### src/rtl/ioctl_burst_loader.sv
// rtl/ioctl_burst_loader.sv - data_io byte stream to ping-pong word bursts
//
// Assembles ioctl download bytes into DATA_W-bit little-endian words held in
// two BURST-word banks and presents each full (or flushed) bank to a consumer.
// Ports:
//   clk_sys, rst_n                      clock, asynchronous active-low reset
//   ioctl_download/index/wr/addr/dout   data_io download stream
//   out_wr, out_req                     bank presented / consumer pops a word
//   out_addr, out_data                  image word address and current word
//   loaded, overflow                    sticky completion / dropped byte
//   busy                                download running or data still held
module ioctl_burst_loader #(
   parameter int         DATA_W = 16,
   parameter int         BURST  = 64,
   parameter int         ADDR_W = 13,
   parameter logic [7:0] INDEX  = 8'hFF
) (
   input  logic              clk_sys,
   input  logic              rst_n,
   input  logic              ioctl_download,
   input  logic [7:0]        ioctl_index,
   input  logic              ioctl_wr,
   input  logic [24:0]       ioctl_addr,
   input  logic [7:0]        ioctl_dout,
   output logic              out_wr,
   input  logic              out_req,
   output logic [ADDR_W-1:0] out_addr,
   output logic [DATA_W-1:0] out_data,
   output logic              loaded,
   output logic              overflow,
   output logic              busy
);

   localparam int BYTES = DATA_W / 8;
   localparam int SW    = $clog2(BURST);
   localparam int LEN_W = SW + 1;
   localparam int BW    = ADDR_W - SW;
   localparam int BB    = BURST * BYTES;
   localparam int LW    = (BYTES > 1) ? $clog2(BYTES) : 1;
   localparam int MW    = $clog2(2 * BB);

   localparam logic [LEN_W-1:0] LEN_ONE   = LEN_W'(1);
   localparam logic [LEN_W-1:0] LEN_FULL  = LEN_W'(BURST);
   localparam logic [SW-1:0]    SLOT_LAST = SW'(BURST - 1);
   localparam logic [LW-1:0]    LANE_LAST = LW'(BYTES - 1);

   // byte decode
   logic          act;
   logic [24:0]   w_word;
   logic [LW-1:0] w_lane;
   logic [SW-1:0] w_slot;
   logic          w_bank;
   logic [BW-1:0] w_base;
   logic          w_oob;
   logic [MW-1:0] w_mbit;

   assign act    = ioctl_download && (INDEX == 8'hFF || ioctl_index == INDEX);
   assign w_word = ioctl_addr / 25'(BYTES);
   assign w_lane = LW'(ioctl_addr % 25'(BYTES));
   assign w_slot = w_word[SW-1:0];
   // the bank follows the parity of the burst number, so a wrap onto a bank
   // that is still full shows up as an overrun rather than a silent overwrite
   assign w_bank = w_word[SW];
   assign w_base = BW'(w_word >> SW);
   assign w_oob  = (w_word >> ADDR_W) != 25'd0;
   assign w_mbit = MW'({w_bank, w_slot}) * MW'(BYTES) + MW'(w_lane);

   // state
   logic                  act_q, act_qq;
   logic                  run_q, run_d;
   logic                  loaded_q, loaded_d;
   logic                  overflow_q, overflow_d;
   logic                  wb_q, wb_d;
   logic                  rb_q, rb_d;
   logic [SW-1:0]         rd_ptr_q, rd_ptr_d;
   logic [1:0]            full_q, full_d;
   logic [1:0]            written_q, written_d;
   logic [1:0][LEN_W-1:0] len_q, len_d;
   logic [1:0][BW-1:0]    base_q, base_d;
   logic [1:0][SW-1:0]    hi_q, hi_d;
   // one bit per byte: bytes never written since the bank was freed read as 0
   logic [2*BB-1:0]       mask_q, mask_d;
   logic [DATA_W-1:0]     mem_q [2*BURST];

   logic start, fall, wr_ok;

   // edges are taken from the registered compare
   assign start = act_q && !act_qq;
   assign fall  = !act_q && act_qq;

   always_comb begin
      run_d      = run_q;
      loaded_d   = loaded_q;
      overflow_d = overflow_q;
      wb_d       = wb_q;
      rb_d       = rb_q;
      rd_ptr_d   = rd_ptr_q;
      full_d     = full_q;
      written_d  = written_q;
      len_d      = len_q;
      base_d     = base_q;
      hi_d       = hi_q;
      mask_d     = mask_q;
      wr_ok      = 1'b0;
      if (start) begin
         run_d      = 1'b1;
         loaded_d   = 1'b0;
         overflow_d = 1'b0;
         wb_d       = 1'b0;
         rb_d       = 1'b0;
         rd_ptr_d   = '0;
         full_d     = '0;
         written_d  = '0;
         mask_d     = '0;
      end else begin
         if (out_req && full_q[rb_q]) begin
            if ({1'b0, rd_ptr_q} == len_q[rb_q] - LEN_ONE) begin
               full_d[rb_q]    = 1'b0;
               written_d[rb_q] = 1'b0;
               if (rb_q) mask_d[2*BB-1:BB] = '0;
               else      mask_d[BB-1:0]    = '0;
               rd_ptr_d = '0;
               rb_d     = !rb_q;
            end else begin
               rd_ptr_d = rd_ptr_q + SW'(1);
            end
         end
         // full_q (not full_d): a bank being freed this cycle still rejects
         if (ioctl_wr && act) begin
            if (w_oob || full_q[w_bank]) begin
               overflow_d = 1'b1;
            end else begin
               wr_ok = 1'b1;
               if (!written_q[w_bank]) begin
                  base_d[w_bank] = w_base;
                  hi_d[w_bank]   = w_slot;
               end else if (w_slot > hi_q[w_bank]) begin
                  hi_d[w_bank] = w_slot;
               end
               written_d[w_bank] = 1'b1;
               mask_d[w_mbit]    = 1'b1;
               wb_d              = w_bank;
               if (w_slot == SLOT_LAST && w_lane == LANE_LAST) begin
                  full_d[w_bank] = 1'b1;
                  len_d[w_bank]  = LEN_FULL;
                  wb_d           = !w_bank;
               end
            end
         end
         if (fall && written_d[wb_d] && !full_d[wb_d]) begin
            full_d[wb_d] = 1'b1;
            len_d[wb_d]  = {1'b0, hi_d[wb_d]} + LEN_ONE;
         end
         if (run_q && !act_q && full_d == 2'b00 && written_d == 2'b00) begin
            loaded_d = 1'b1;
            run_d    = 1'b0;
         end
      end
   end

   always_ff @(posedge clk_sys or negedge rst_n) begin
      if (!rst_n) begin
         act_q      <= 1'b0;
         act_qq     <= 1'b0;
         run_q      <= 1'b0;
         loaded_q   <= 1'b0;
         overflow_q <= 1'b0;
         wb_q       <= 1'b0;
         rb_q       <= 1'b0;
         rd_ptr_q   <= '0;
         full_q     <= '0;
         written_q  <= '0;
         len_q      <= '0;
         base_q     <= '0;
         hi_q       <= '0;
         mask_q     <= '0;
      end else begin
         act_q      <= act;
         act_qq     <= act_q;
         run_q      <= run_d;
         loaded_q   <= loaded_d;
         overflow_q <= overflow_d;
         wb_q       <= wb_d;
         rb_q       <= rb_d;
         rd_ptr_q   <= rd_ptr_d;
         full_q     <= full_d;
         written_q  <= written_d;
         len_q      <= len_d;
         base_q     <= base_d;
         hi_q       <= hi_d;
         mask_q     <= mask_d;
      end
   end

   // word storage needs no reset; validity lives in mask_q
   always_ff @(posedge clk_sys) begin
      for (int k = 0; k < BYTES; k++) begin
         if (wr_ok && w_lane == LW'(k)) mem_q[{w_bank, w_slot}][8*k +: 8] <= ioctl_dout;
      end
   end

   logic [DATA_W-1:0] rd_word;
   logic [MW-1:0]     rd_mbase;

   assign rd_word  = mem_q[{rb_q, rd_ptr_q}];
   assign rd_mbase = MW'({rb_q, rd_ptr_q}) * MW'(BYTES);

   assign out_wr   = full_q[rb_q];
   assign out_addr = out_wr ? {base_q[rb_q], rd_ptr_q} : '0;

   always_comb begin
      out_data = '0;
      for (int k = 0; k < BYTES; k++) begin
         if (out_wr && mask_q[rd_mbase + MW'(k)]) out_data[8*k +: 8] = rd_word[8*k +: 8];
      end
   end

   assign loaded   = loaded_q;
   assign overflow = overflow_q;
   assign busy     = run_q || (full_q != 2'b00) || (written_q != 2'b00);

endmodule
### config.mk
export PLATFORM = sky130hd
export DESIGN_NAME = ioctl_burst_loader
export DESIGN_NICKNAME = d
export VERILOG_FILES = /design/src/rtl/ioctl_burst_loader.sv
export SDC_FILE = /design/constraint.sdc
export NUM_CORES = 2
export LEC_CHECK = 0
export BUFFER_PORTS_ARGS = -buffer_cell sky130_fd_sc_hd__buf_2
export CAP_MARGIN = 25
export CORE_UTILIZATION = 55
export CTS_BUF_LIST = sky130_fd_sc_hd__clkbuf_8 sky130_fd_sc_hd__clkbuf_16
export DETAILED_ROUTE_END_ITERATION = 10
export GPL_ROUTABILITY_DRIVEN = 1
export GPL_TIMING_DRIVEN = 0
export HOLD_SLACK_MARGIN = 0.08
export PLACE_DENSITY = 0.74
export SYNTH_ARGS = -nofsm -noshare
export SYNTH_HDL_FRONTEND = slang
export SYNTH_SLANG_ARGS = --single-unit
### constraint.sdc
create_clock -name clk_sys -period 3.8 [get_ports clk_sys]
set_input_delay 0.19 -clock clk_sys [delete_from_list [all_inputs] [get_ports clk_sys]]
set_output_delay 0.19 -clock clk_sys [all_outputs]
set_load 0.005 [all_outputs]
Word-level counts from Yosys, hierarchy flattened
Memories as Yosys holds them, arrays and structs flattened.
Index checks and enable logic that the tools add are counted.
{ "op_classes": {"muxes": 102, "add_sub_neg": 5, "n_eq_ne": 2, "reduce_logical": 39, "bitwise_logic": 14, "order_cmp": 11} }
{ "op_table": {"columns": ["op", "count"], "rows": [
  ["two-way mux 256 bit", 6],
  ["two-way mux 128 bit", 2],
  ["OR 256 bit", 1],
  ["two-way mux 14 bit", 5],
  ["two-way mux 12 bit", 5],
  ["two-way mux 6 bit", 8],
  ["two-way mux 7 bit", 6],
  ["two-way mux 1 bit", 38],
  ["two-way mux 2 bit", 17],
  ["bitwise mux 14 bit", 2],
  ["< comparator 8 x 9 -> 1 bit (second input constant)", 3],
  ["nonzero test 25 bit", 1],
  ["logical AND 1 bit", 18],
  ["two-way mux 8 bit", 2],
  ["demux 7 bit (select 1 bit)", 2],
  ["nonzero test 2 bit", 7],
  ["two-way mux 13 bit", 1],
  ["AND 12 bit", 1],
  ["bitwise mux 12 bit", 1],
  ["NOT 12 bit", 1],
  ["adder 8 x 1 -> 8 bit", 1],
  ["adder 8 x 1 -> 8 bit (second input constant)", 1],
  ["binary-select mux 1 bit (select 8 bit)", 1],
  ["demux 1 bit (select 8 bit)", 1],
  ["21 further kinds", 42]
]} }
{ "totals": {"output_inout_bits": 33, "wordCells": 191, "mem_count": 1, "mem_bits_rw": 2048, "regBits": 313, "input_bits": 46} }
{ "memory_table": {"columns": ["memory", "depth", "width", "read_ports", "rd_clocked_by_memory_dff", "wr", "line", "text"], "rows": [
  ["mem_q", 128, 16, 1, 0, 1, "83", "logic [DATA_W-1:0] mem_q [2*BURST];"]
]} }

Logic depth before layout (Yosys ltp)
{ "logic_depth": {"ltp_word": 25, "ltp_mapped": 15, "ltp_nobuf": 11} }

Worst setup path after synthesis
No wires, ideal clock.
{ "synth_timing": {"path_type": "reg-to-reg", "startpoint": "register rb_q", "endpoint": "register mask_q[254]", "slack_ns": 0.054, "t_arrival_ns": 3.626, "path_stages_with_launch": 15, "synth_period_minus_slack_ns": 3.746, "path_buffers": 6, "setup_time_ns": 0.120, "required_time_ns": 3.680, "cell_sequence": "dfrtp_1 > clkbuf_1 > buf_2 > clkbuf_1 > clkbuf_1 > mux2i_1 > ha_1 > xnor2_1 > xnor2_1 > nand3_1 > a2111oi_0 > o21ai_1 > clkbuf_1 > clkbuf_1 > a31o_2"} }
{ "synth_via": {"elab_chain_cells": 11, "elab_cells_between_ends": 15, "classes_between": "add/sub (1); eq/ne (1); mux (11); bitwise (1); reduce/logical (1)"} }
{ "synth_lines": {"columns": ["element", "line", "text"], "rows": [
  ["from (decl)", "74", "logic rb_q, rb_d;"],
  ["from (signal assigned)", "184", "rb_q <= rb_d;"],
  ["two-way mux 7 bit (implied by the code) (2 in series)", "117", "if ({1'b0, rd_ptr_q} == len_q[rb_q] - LEN_ONE) begin"],
  ["subtractor 7 x 1 -> 7 bit", "117", null],
  ["equality test 6 x 7 -> 1 bit", "117", null],
  ["two-way mux 256 bit", "117", null],
  ["two-way mux 256 bit (*)", "116", "if (out_req && full_q[rb_q]) begin"],
  ["two-way mux 256 bit (*)", "105", "if (start) begin"],
  ["OR 256 bit (no line)", null, null],
  ["two-way mux 256 bit", "130", "if (w_oob || full_q[w_bank]) begin"],
  ["two-way mux 256 bit (*)", "129", "if (ioctl_wr && act) begin"],
  ["two-way mux 256 bit (*)", "105", null],
  ["via mask_d[254]", "82", "logic [2*BB-1:0] mask_q, mask_d;"],
  ["to (signal assigned)", "191", "mask_q <= mask_d;"],
  ["to (decl)", "82", null]
]} }
Mark *: on every way through the listed nets, which the timed path passes. The rest lies on a longest branch. The select of a mux whose other input is x is not followed.
A chain may end at the register's enable or synchronous reset.

Worst setup path in the final report
{ "layout_timing": {"startpoint": "register rd_ptr_q[0]", "endpoint": "output out_data[13]"} }
{ "layout_via": {"elab_chain_cells": 5, "elab_cells_between_ends": 6, "classes_between": "add/sub (1); mux (3); reduce/logical (1); memory (1)"} }
{ "layout_lines": {"columns": ["element", "line", "text"], "rows": [
  ["from (decl)", "75", "logic [SW-1:0] rd_ptr_q, rd_ptr_d;"],
  ["from (signal assigned)", "185", "rd_ptr_q <= rd_ptr_d;"],
  ["adder 8 x 1 -> 8 bit", "214", "if (out_wr && mask_q[rd_mbase + MW'(k)]) out_data[8*k +: 8] = rd_word[8*k +: 8];"],
  ["binary-select mux 1 bit (select 8 bit)", "214", null],
  ["two-way mux 1 bit (implied by the code)", "214", null],
  ["logical AND 1 bit", "214", null],
  ["two-way mux 8 bit (*)", "214", null],
  ["to (decl)", "28", "output logic [DATA_W-1:0] out_data,"]
]} }
Mark *: on every way between the ends. The rest lies on a longest branch, timed or not. The select of a mux whose other input is x is not followed.

==> run_results.csv <==
group,metric,value,unit
global_routing,grt-ovfl-total,0,
cts,cts-root-buf,"clkbuf_16",
setup_path,cp.arrival,4250,ps
synth,yosys.area.top_type,"edfxtp_1",
routing,drt_first_iter_violations,7882,
die,core,0.170,mm2
power,combPwrFrac,1.7,%
power,netSwitchingPower,10.6,mW
setup_path,path_class,"reg -> out",
power,seqPwrFrac,54.7,%
global_routing,grt_pass1_wl,362,mm
sta,clock-skew-final,43.7,ps
routing,drcViolationCount,0,
place,place_congestion,0.918,
die,die_y,416,um
power,total_leakage_power,34.5,nW
sta,setup_violations,19,
routing,detail-route-antenna-nets,0,
synth,synth_cells,4661,
sta,period_minus_slack,4440,ps
synth,yosysMostFrequentCell,"edfxtp_1",
die,pin_count,79,
min_path,hp-class,"in -> reg",
status,status,"finished with violations",
synth,synth_common_cells,"2048 x edfxtp_1, 756 x mux4_2, 565 x nor2_1, 313 x dfrtp_1, 255 x a22oi_1",
synth,synth_fa_ha_area_share,0.120,%
global_routing,antenna_found_initial,8,
synth,syn_nets,4716,
die,initial_utilization,55.5,%
cells_and_area,stdcell_count,7458,
sta,hold_viol_final,0,
sta,rsz0062_at_grt,"yes",
synth,synth_xor_area_share,0.140,%
die,rows,151,
setup_path,cp_max_fo,10,
setup_path,crit_path_start_kind,"register",
synth,ys_types,57,
cells_and_area,area_delta_synth_final,14.9,%
synth,synthSimpleGateAreaFrac,3.29,%
synth,yosysSeqAreaShare,73.6,%
cts,cts.clk_slew.worst_paths,60,ps
sta,fmax,0.225,GHz
power,powerDensity,477,mW/mm2
synth,synth_warnings,0,
setup_path,worstPathRequired,3610,ps
sta,period_share,117,%
routing,vias_per_cell,6.82,
synth,synth_top_family_by_area,"multiplexers",
global_routing,grt_max_degree,157,
synth,syn-cell-area,0.0942,mm2
setup_path,end_kind,"output port",
global_routing,grt_usage,29.6,%
status,violations,"max-capacitance violations, max-slew violations, negative setup slack",
routing,vias,50876,
synth,synthMuxAreaShare,18.5,%
cells_and_area,final_core_util,63.7,%
sta,max_slew_margin,-0.768,%
synth,syn_area_per_cell,20.2,um2
place,dp_cells,6980,
synth,synth_area_leaders,"edfxtp_1 65%, mux4_2 18%, dfrtp_1 8.3%",
die,die-area,0.173,mm2
cts,clk_latency,880,ps
cts,cts_tree,"done",
power,pwr-share-clk,43.6,%
routing,wl,254,mm
synth,synth_edf_count,2048,
power,max-vdd-ir-drop,480,uV
sta,maxSlewViolCount,11,
cts,cts_max_path_buffers,3,
routing,dr.pass1.iters,7,
cts,htree_levels,4,
cts,cts_sinks,2361,
routing,wire_per_inst,34.1,um
sta,setup_ws,-644,ps
job,max_cap_viol_count,1,
cts,numCtsBuffers,223,
synth,synth_top_area_share,65.3,%
cells_and_area,final_nets,5095,
place,port_buffers,69,
synth,ys.flop_type,"edfxtp_1",
sta,worst_pin_slew,1510,ps
die,die_x,416,um
synth,synth-compound-area-share,2.87,%
global_routing,grt_pass1_vias,50366,
synth,ys_ff_latch,2361,
power,p_int,40.9,mW
cells_and_area,drive_gt1_share,31.4,%
power,swShare,20.6,%
place,hpwl,160,mm
sta,tns,-9810,ps
synth,synthArstFlopShare,13.3,%
==> through the flow <==
| step | setup slack, ps | hold WS [ps] | area, um2 | total power [mW] |
|---|---|---|---|---|
| 2_1_floorplan | 53.8 | -106 | 94200 | 28.9 |
| 3_3_place_gp | -3260 | 320 | 97300 | 29.5 |
| 3_5_place_dp | -1880 | 214 | 98000 | 29.5 |
| 4_1_cts | -611 | 83.4 | 107000 | 51.5 |
| 5_1_grt | -627 | 121 | 108000 | 52.6 |
| 6_report | -644 | 130 | 108000 | 51.5 |
==> flip-flops by register name (all words and copies together) (netlist names) <==
name and cells:
hi_q 12, act_qq 1, mem_q 2048, loaded 1, wb_q 1, base_q 14
len_q 14, rb_q 1, written_q 2, rd_ptr_q 6, act_q 1, mask_q 256
overflow 1, full_q 2, run_q 1
==> critical path: stages (launching register included) <==
cell and delay, ps:
dfrtp_2 470, buf_12 200, buf_12 220, buf_8 200
mux4_2 570, mux4_2 590, mux4_2 630, nand2_1 120
a21oi_1 150, buf_2 170
==> kinds of logic (layout without fill, tap and decap cells) <==
| family | after synthesis | count (layout) |
|---|---|---|
| fa+ha+maj | 9 | 9 |
| compound gates | 372 | 372 |
| mux | 789 | 789 |
| buf+inv | 346 | 920 |
| other cells | 0 | 5 |
| flops | 2361 | 2361 |
| simple gates | 769 | 769 |
| xor+xnor | 15 | 15 |
==> power groups by stage <==
stage / registers, mW / clock network, mW / logic (mW)
after global routing: 28.2 / 23.5 / 0.901
after floorplan: 28.7 / 0 / 0.157
after CTS: 28.2 / 22.5 / 0.821
after detailed placement: 28.7 / 0 / 0.773
after global placement: 28.8 / 0 / 0.685
final: 28.2 / 22.5 / 0.855
==> cell type report <==
type | instances | area, um2
Multi-Input combinational cell | 1954 | 24600
Fill cell | 11039 | 61500
Timing Repair Buffer | 160 | 1640
Sequential cell | 2361 | 69300
Antenna cell | 5 | 12.5
Inverter | 18 | 67.6
Buffer | 322 | 2280
Clock inverter | 183 | 1630
Tap cell | 2218 | 2780
Clock buffer | 237 | 5770
==> metal layers <==
metal | track usage, % | wire length, um
met1 | 40.4 | 91600
met4 | 13.9 | 13000
met2 | 44.9 | 120000
met5 | 0 | 43
met3 | 7.97 | 30200
==> cell usage in the layout (no fill, tap or decap), types with 32 or more instances in the layout <==
cell type / instances
buf_8: 38
edfxtp_1: 2048
inv_1: 63
dlygate4sd3_1: 36
mux4_2: 756
nor2_2: 40
nor2_1: 398
buf_4: 43
nand2_1: 89
clkinv_1: 49
clkinv_2: 41
dfrtp_1: 311
a22oi_1: 255
buf_2: 85
clkbuf_1: 111
o21ai_0: 32
clkbuf_2: 58
clkbuf_16: 226
nor2_4: 127
==> worst paths after layout <==
kind                            endpoint  slack, ps     startpoint  cells past startpoint
min reg2reg                    base_q[7]        470      base_q[7]                      1
max in group asynchronous     mask_q[41]       2690          rst_n                      4
min in group asynchronous     base_q[11]        510          rst_n                      4
min                            base_q[9]        130  ioctl_addr[9]                      3
max reg2reg                mem_q[84][10]          0      full_q[1]                     10
max                         out_data[13]       -640    rd_ptr_q[0]                      9
==> what timing repair did <==
action / in CTS / in global routing
hold buffers: 36 / 1
endpoints found under the hold margin: 1284 / 1
pin swaps: 2 / 1
cloned: 0 / 0
resized for setup: 490 / 227
buffers inserted: 13 / 4
setup endpoints to repair: 2049 / 1594
(Power assumes the default switching activity.)
